$ cat src/rtl/tdm_scan_demux.sv
// tdm_scan_demux: receive side of a 4:1 time-division scan link.
// Drives the upstream mux select round-robin, samples its output once per slot
// and publishes each completed frame as a registered parallel word.
// Optional feature macro: TDM_CHANGE_DET_EN adds a 'changed' strobe that fires
// with frame_done whenever the new word differs from the previous one.

module tdm_scan_demux #(
    parameter int unsigned CH    = 4,
    parameter int unsigned SEL_W = 2
) (
    input  logic             clk,
    input  logic             rst,
    input  logic             start,
    input  logic             continuous,
    input  logic             mux_y,
    output logic [SEL_W-1:0] sel,
    output logic             busy,
    output logic [CH-1:0]    d_out,
    output logic             frame_done
`ifdef TDM_CHANGE_DET_EN
    ,
    output logic             changed
`endif
);

    typedef enum logic [0:0] {StIdle, StScan} state_t;

    localparam logic [SEL_W-1:0] LastSel = SEL_W'(CH - 1);

    state_t           state_q, state_d;
    logic [SEL_W-1:0] sel_q, sel_d;
    logic [CH-1:0]    shadow_q, shadow_d;
    logic [CH-1:0]    d_out_q, d_out_d;
    logic             frame_done_q, frame_done_d;
    logic             last_slot;

    assign last_slot = (sel_q == LastSel);

    // Next-state: step through slots, capture mux_y, publish on the last slot.
    always_comb begin
        state_d      = state_q;
        sel_d        = sel_q;
        shadow_d     = shadow_q;
        d_out_d      = d_out_q;
        frame_done_d = 1'b0;
        unique case (state_q)
            StIdle: begin
                sel_d = '0;
                if (start) begin
                    state_d = StScan;
                end
            end
            StScan: begin
                shadow_d[sel_q] = mux_y;
                if (last_slot) begin
                    // Last bit goes straight into d_out so the word lands on this edge.
                    d_out_d         = shadow_q;
                    d_out_d[CH-1]   = mux_y;
                    frame_done_d    = 1'b1;
                    sel_d           = '0;
                    if (!continuous) begin
                        state_d = StIdle;
                    end
                end else begin
                    sel_d = sel_q + 1'b1;
                end
            end
            default: begin
                state_d = StIdle;
                sel_d   = '0;
            end
        endcase
    end

    // State and datapath registers with synchronous reset.
    always_ff @(posedge clk) begin
        if (rst) begin
            state_q      <= StIdle;
            sel_q        <= '0;
            shadow_q     <= '0;
            d_out_q      <= '0;
            frame_done_q <= 1'b0;
        end else begin
            state_q      <= state_d;
            sel_q        <= sel_d;
            shadow_q     <= shadow_d;
            d_out_q      <= d_out_d;
            frame_done_q <= frame_done_d;
        end
    end

    assign sel        = sel_q;
    assign busy       = (state_q == StScan);
    assign d_out      = d_out_q;
    assign frame_done = frame_done_q;

`ifdef TDM_CHANGE_DET_EN
    logic changed_q, changed_d;

    assign changed_d = frame_done_d && (d_out_d != d_out_q);

    // Change strobe, aligned with frame_done; d_out resets to 0 so the first frame compares to 0.
    always_ff @(posedge clk) begin
        if (rst) begin
            changed_q <= 1'b0;
        end else begin
            changed_q <= changed_d;
        end
    end

    assign changed = changed_q;
`endif

endmodule
$ cat config.mk
export PLATFORM = sky130hd
export DESIGN_NAME = tdm_scan_demux
export DESIGN_NICKNAME = d
export VERILOG_FILES = /design/src/rtl/tdm_scan_demux.sv
export SDC_FILE = /design/constraint.sdc
export NUM_CORES = 1
export LEC_CHECK = 0
export BUFFER_PORTS_ARGS = -buffer_cell sky130_fd_sc_hd__buf_2
export CAP_MARGIN = 5
export CORE_AREA = 3 3 40 42
export DETAILED_ROUTE_END_ITERATION = 16
export DIE_AREA = 0 0 43 45
export SYNTH_ARGS = -nofsm -noshare
export SYNTH_HDL_FRONTEND = slang
export SYNTH_SLANG_ARGS = --single-unit
$ cat constraint.sdc
create_clock -name clk -period 2.2 [get_ports clk]
set_input_delay 0.11 -clock clk [delete_from_list [all_inputs] [get_ports clk]]
set_output_delay 0.11 -clock clk [all_outputs]
set_load 0.01 [all_outputs]
==> parameters.txt <==
Parameter                              Value

Worst hold path
  Capture endpoint of the worst hold path ... busy$_SDFF_PP0_
  Worst min-delay path startpoint ... continuous
  Worst hold path class ... input pin to flop
  Worst Hold Path Cells ... 3

STA
  Endpoints failing hold ... 0
  Transition time at the pin with the least slew margin ... 0.317 ns
  Max-slew violation count ... 0
  Headroom to the max-slew limit ... 78.9%
  Final setup violation count ... 0
  Final worst path period need ... 1.17 ns
  Total negative setup slack ... 0 ns
  Clock skew ... 0.000943 ns
  Maximum clock frequency ... 854 MHz
  RSZ-0062 raised after global routing ... false
  Post-route clock period utilization ... 53.2%

CTS
  CTS clock-pin slew for the worst setup and hold paths ... 0.07 ns
  Total clock buffers created by CTS ... 3
  CTS tree ... built
  Sink Count ... 11
  Clock root buffer master ... sky130_fd_sc_hd__clkbuf_4
  Maximum number of buffers from clock root to sink ... 2
  Clk_lat worst skew ... 0.27 ns
  CTS resizes ... 0
  Count of hold buffers inserted by post-cts repair ... 0
  Postcts setup bufs ... 0
  CTS H-tree depth ... 1

Detailed routing
  Count of nets left with antenna violations after detail routing ... 0
  Router iterations before antenna repair ... 2
  Via count of the routed design ... 337
  Final routed wirelength across all metal layers ... 819 µm
  Average vias per placed instance ... 4.49
  DRC violation count after routing ... 0
  First DRT Iteration DRCs ... 2
  Avg WL per Cell ... 10.9 µm

Worst setup path
  CP Max Fanout ... 6
  Critical path class ... flop to flop
  Family of cells with the greatest summed delay on the critical path ... flip-flops
  Ordered cell list for the critical path ... inv_1 -> ha_1 -> nor4bb_1
  Number of buffer and inverter stages on the critical path ... 1
  Cell depth of the worst setup path ... 3
  Crit Reg-Reg Endpoint ... sel[1]$_SDFF_PP0_
  Worst setup SP type ... flop
  Reg2Reg Launch Point ... sel[0]$_SDFF_PP0_
  Delay of the slowest cell on the worst path ... 0.44 ns
  R2R depth ... 3
  Worst Path Arrival ... 1.35 ns
  Nature of the critical path endpoint ... flop
  Reg-to-reg slack, setup ... 1.03 ns
  Critical path required time ... 2.37 ns
  Highest-delay cell along the critical path ... sky130_fd_sc_hd__dfxtp_1

Cells and area
  Share of cells above drive strength 1 ... 33.3%
  Post-layout net count ... 71
  Leading cell type in the layout, fill and taps excluded ... sky130_fd_sc_hd__buf_2
  Antenna Diode Count ... 0
  Layout Area Growth over Synthesis ... 20.2%
  Most frequent cells in the layout ... sky130_fd_sc_hd__buf_2 (12), sky130_fd_sc_hd__dfxtp_1 (11), sky130_fd_sc_hd__nand2b_1 (8), sky130_fd_sc_hd__mux2i_1 (7), sky130_fd_sc_hd__ha_1 (5)
  Core Util, Final ... 46.4%

Logic synthesis
  Synthesized Nets ... 55
  Yosys cell types ... 14
  Number of warnings printed during yosys synthesis ... 0
  Proportion of netlist area held by the largest area contributor ... 44.3%
  Cell Area, Synth ... 497 µm²
  Number of flip-flops and latches in the synthesized netlist ... 11
  Library cell with the largest summed area after synthesis ... sky130_fd_sc_hd__dfxtp_1
  Synthesized area per cell ... 11.0 µm²
  Share of the yosys chip area belonging to registers ... 44.3%
  Cell count after synthesis ... 45
  Dominant cells by area after synthesis ... sky130_fd_sc_hd__dfxtp_1 (44%), sky130_fd_sc_hd__mux2i_1 (14%), sky130_fd_sc_hd__ha_1 (13%), sky130_fd_sc_hd__nand2b_1 (10%), sky130_fd_sc_hd__nor4b_2 (3.0%)

Power
  Leak Pwr ... 0.307 nW
  Share of total power in sequential cells ... 55.8%
  Final Total Pwr ... 0.375 mW
  Fraction of power spent switching nets ... 23.5%
  P_sw ... 0.0880 mW
  Internal power summed over all cells ... 0.287 mW
  Pwr Density ... 628 nW/µm²
  Clock network fraction of design power ... 37.4%
  Worst vdd ir ... 0.241 mV
  Comb pwr share ... 6.8%

Global route
  Global-route congestion overflow total ... 0
  GR Util All Layers ... 10.0%
  Pin count of the biggest net entering global routing ... 13
  Wire length of the first global-routing pass ... 1.36 mm
  Initial antenna violation count ... 0
  Via count of the first global-routing pass ... 303

Floorplanning
  Floorplan row count ... 13
  Overall die width ... 43 µm
  Chip height ... 45 µm
  Effective utilization at floorplan ... 38.7%
  Placeable core area ... 1280 µm²
  Die ar. ... 1940 µm²
  Total I/O pin count ... 13

Placed design
  Final RePlAce weighted congestion ... 0.608
  Port bufs ... 12
  HPWL after detailed placement ... 570 µm

Flow run
  Maxcap violations ... 0

Status
  Result of the run ... completed
[cell families after synthesis]
group                      Yosys count  synth area share, %
muxes                                7                 14.1
AOI/OAI and AO/OA                    1                 2.52
DFF                                 11                 44.3
buffers and inverters                4                 3.27
adders and majority gates            5                 12.6
and+or+nand+nor                     17                 23.2
[worst register-to-register path: stages (launching register included)]
cell and delay (ns):
sky130_fd_sc_hd__dfxtp_1 0.44, sky130_fd_sc_hd__inv_1 0.10, sky130_fd_sc_hd__ha_1 0.28, sky130_fd_sc_hd__nor4bb_1 0.26
[per-layer routing]
layer | vias up | wire length, µm | GRT usage [%]
met1 | 150 | 420 | 13.6
met5 | - | 0 | 0
met3 | 0 | 58 | 3.98
met4 | 0 | 0 | 9.04
li1 | 178 | - | -
met2 | 9 | 340 | 11.7
[how the worst max path moves through the flow]
stage,startpoint,end,slack [ns]
2_1_floorplan,sel[0]$_SDFF_PP0_,sel[1]$_SDFF_PP0_,1.09
3_3_place_gp,sel[0]$_SDFF_PP0_,sel[1]$_SDFF_PP0_,1.12
3_5_place_dp,sel[0]$_SDFF_PP0_,sel[1]$_SDFF_PP0_,1.06
4_1_cts,sel[0]$_SDFF_PP0_,sel[1]$_SDFF_PP0_,1.00
5_1_grt,sel[0]$_SDFF_PP0_,sel[1]$_SDFF_PP0_,0.95
6_report,sel[0]$_SDFF_PP0_,sel[1]$_SDFF_PP0_,1.03
[sequential cells by signal, summed over array words and instances (netlist names)]
register / count
d_out: 4
busy: 1
frame_done: 1
shadow_q: 3
sel: 2
[stage by stage]
step / cell area [µm²] / instances / setup slack (ns) / hold WS, ns
after CTS: 597 / 75 / 1.00 / 0.0873
after global routing: 597 / 75 / 0.946 / 0.0942
after detailed placement: 571 / 71 / 1.06 / 0.376
after global placement: 571 / 71 / 1.12 / 0.375
final: 597 / 75 / 1.03 / 0.0920
after floorplan: 497 / 45 / 1.09 / 0.258
[cell usage after synthesis]
cell,count
sky130_fd_sc_hd__and2_4,1
sky130_fd_sc_hd__nor4b_2,1
sky130_fd_sc_hd__nor2_1,1
sky130_fd_sc_hd__inv_1,3
sky130_fd_sc_hd__dfxtp_1,11
sky130_fd_sc_hd__nand2_1,3
sky130_fd_sc_hd__ha_1,5
sky130_fd_sc_hd__nand2_2,1
sky130_fd_sc_hd__buf_2,1
sky130_fd_sc_hd__nor4bb_1,1
sky130_fd_sc_hd__nand2b_1,8
sky130_fd_sc_hd__mux2i_1,7
sky130_fd_sc_hd__a211oi_2,1
sky130_fd_sc_hd__and3b_2,1
[layout make-up]
type	count	area (µm²)
clock buffers	4	26.3
multi-input cells	30	260
repair buffers	12	60.1
inverters	3	11.3
fillers	139	688
well taps	15	18.8
flip-flops and latches	11	220
[power by group through the flow]
| stage | Clock (mW) | Sequential, mW | Combinational (mW) |
|---|---|---|---|
| floorplan | 0 | 0.214 | 0.0159 |
| global placement | 0 | 0.214 | 0.0257 |
| detailed placement | 0 | 0.214 | 0.0255 |
| CTS | 0.143 | 0.209 | 0.0257 |
| global route | 0.157 | 0.210 | 0.0282 |
| finish | 0.140 | 0.209 | 0.0254 |
No activity file was read; power rests on OpenSTA's default activity.
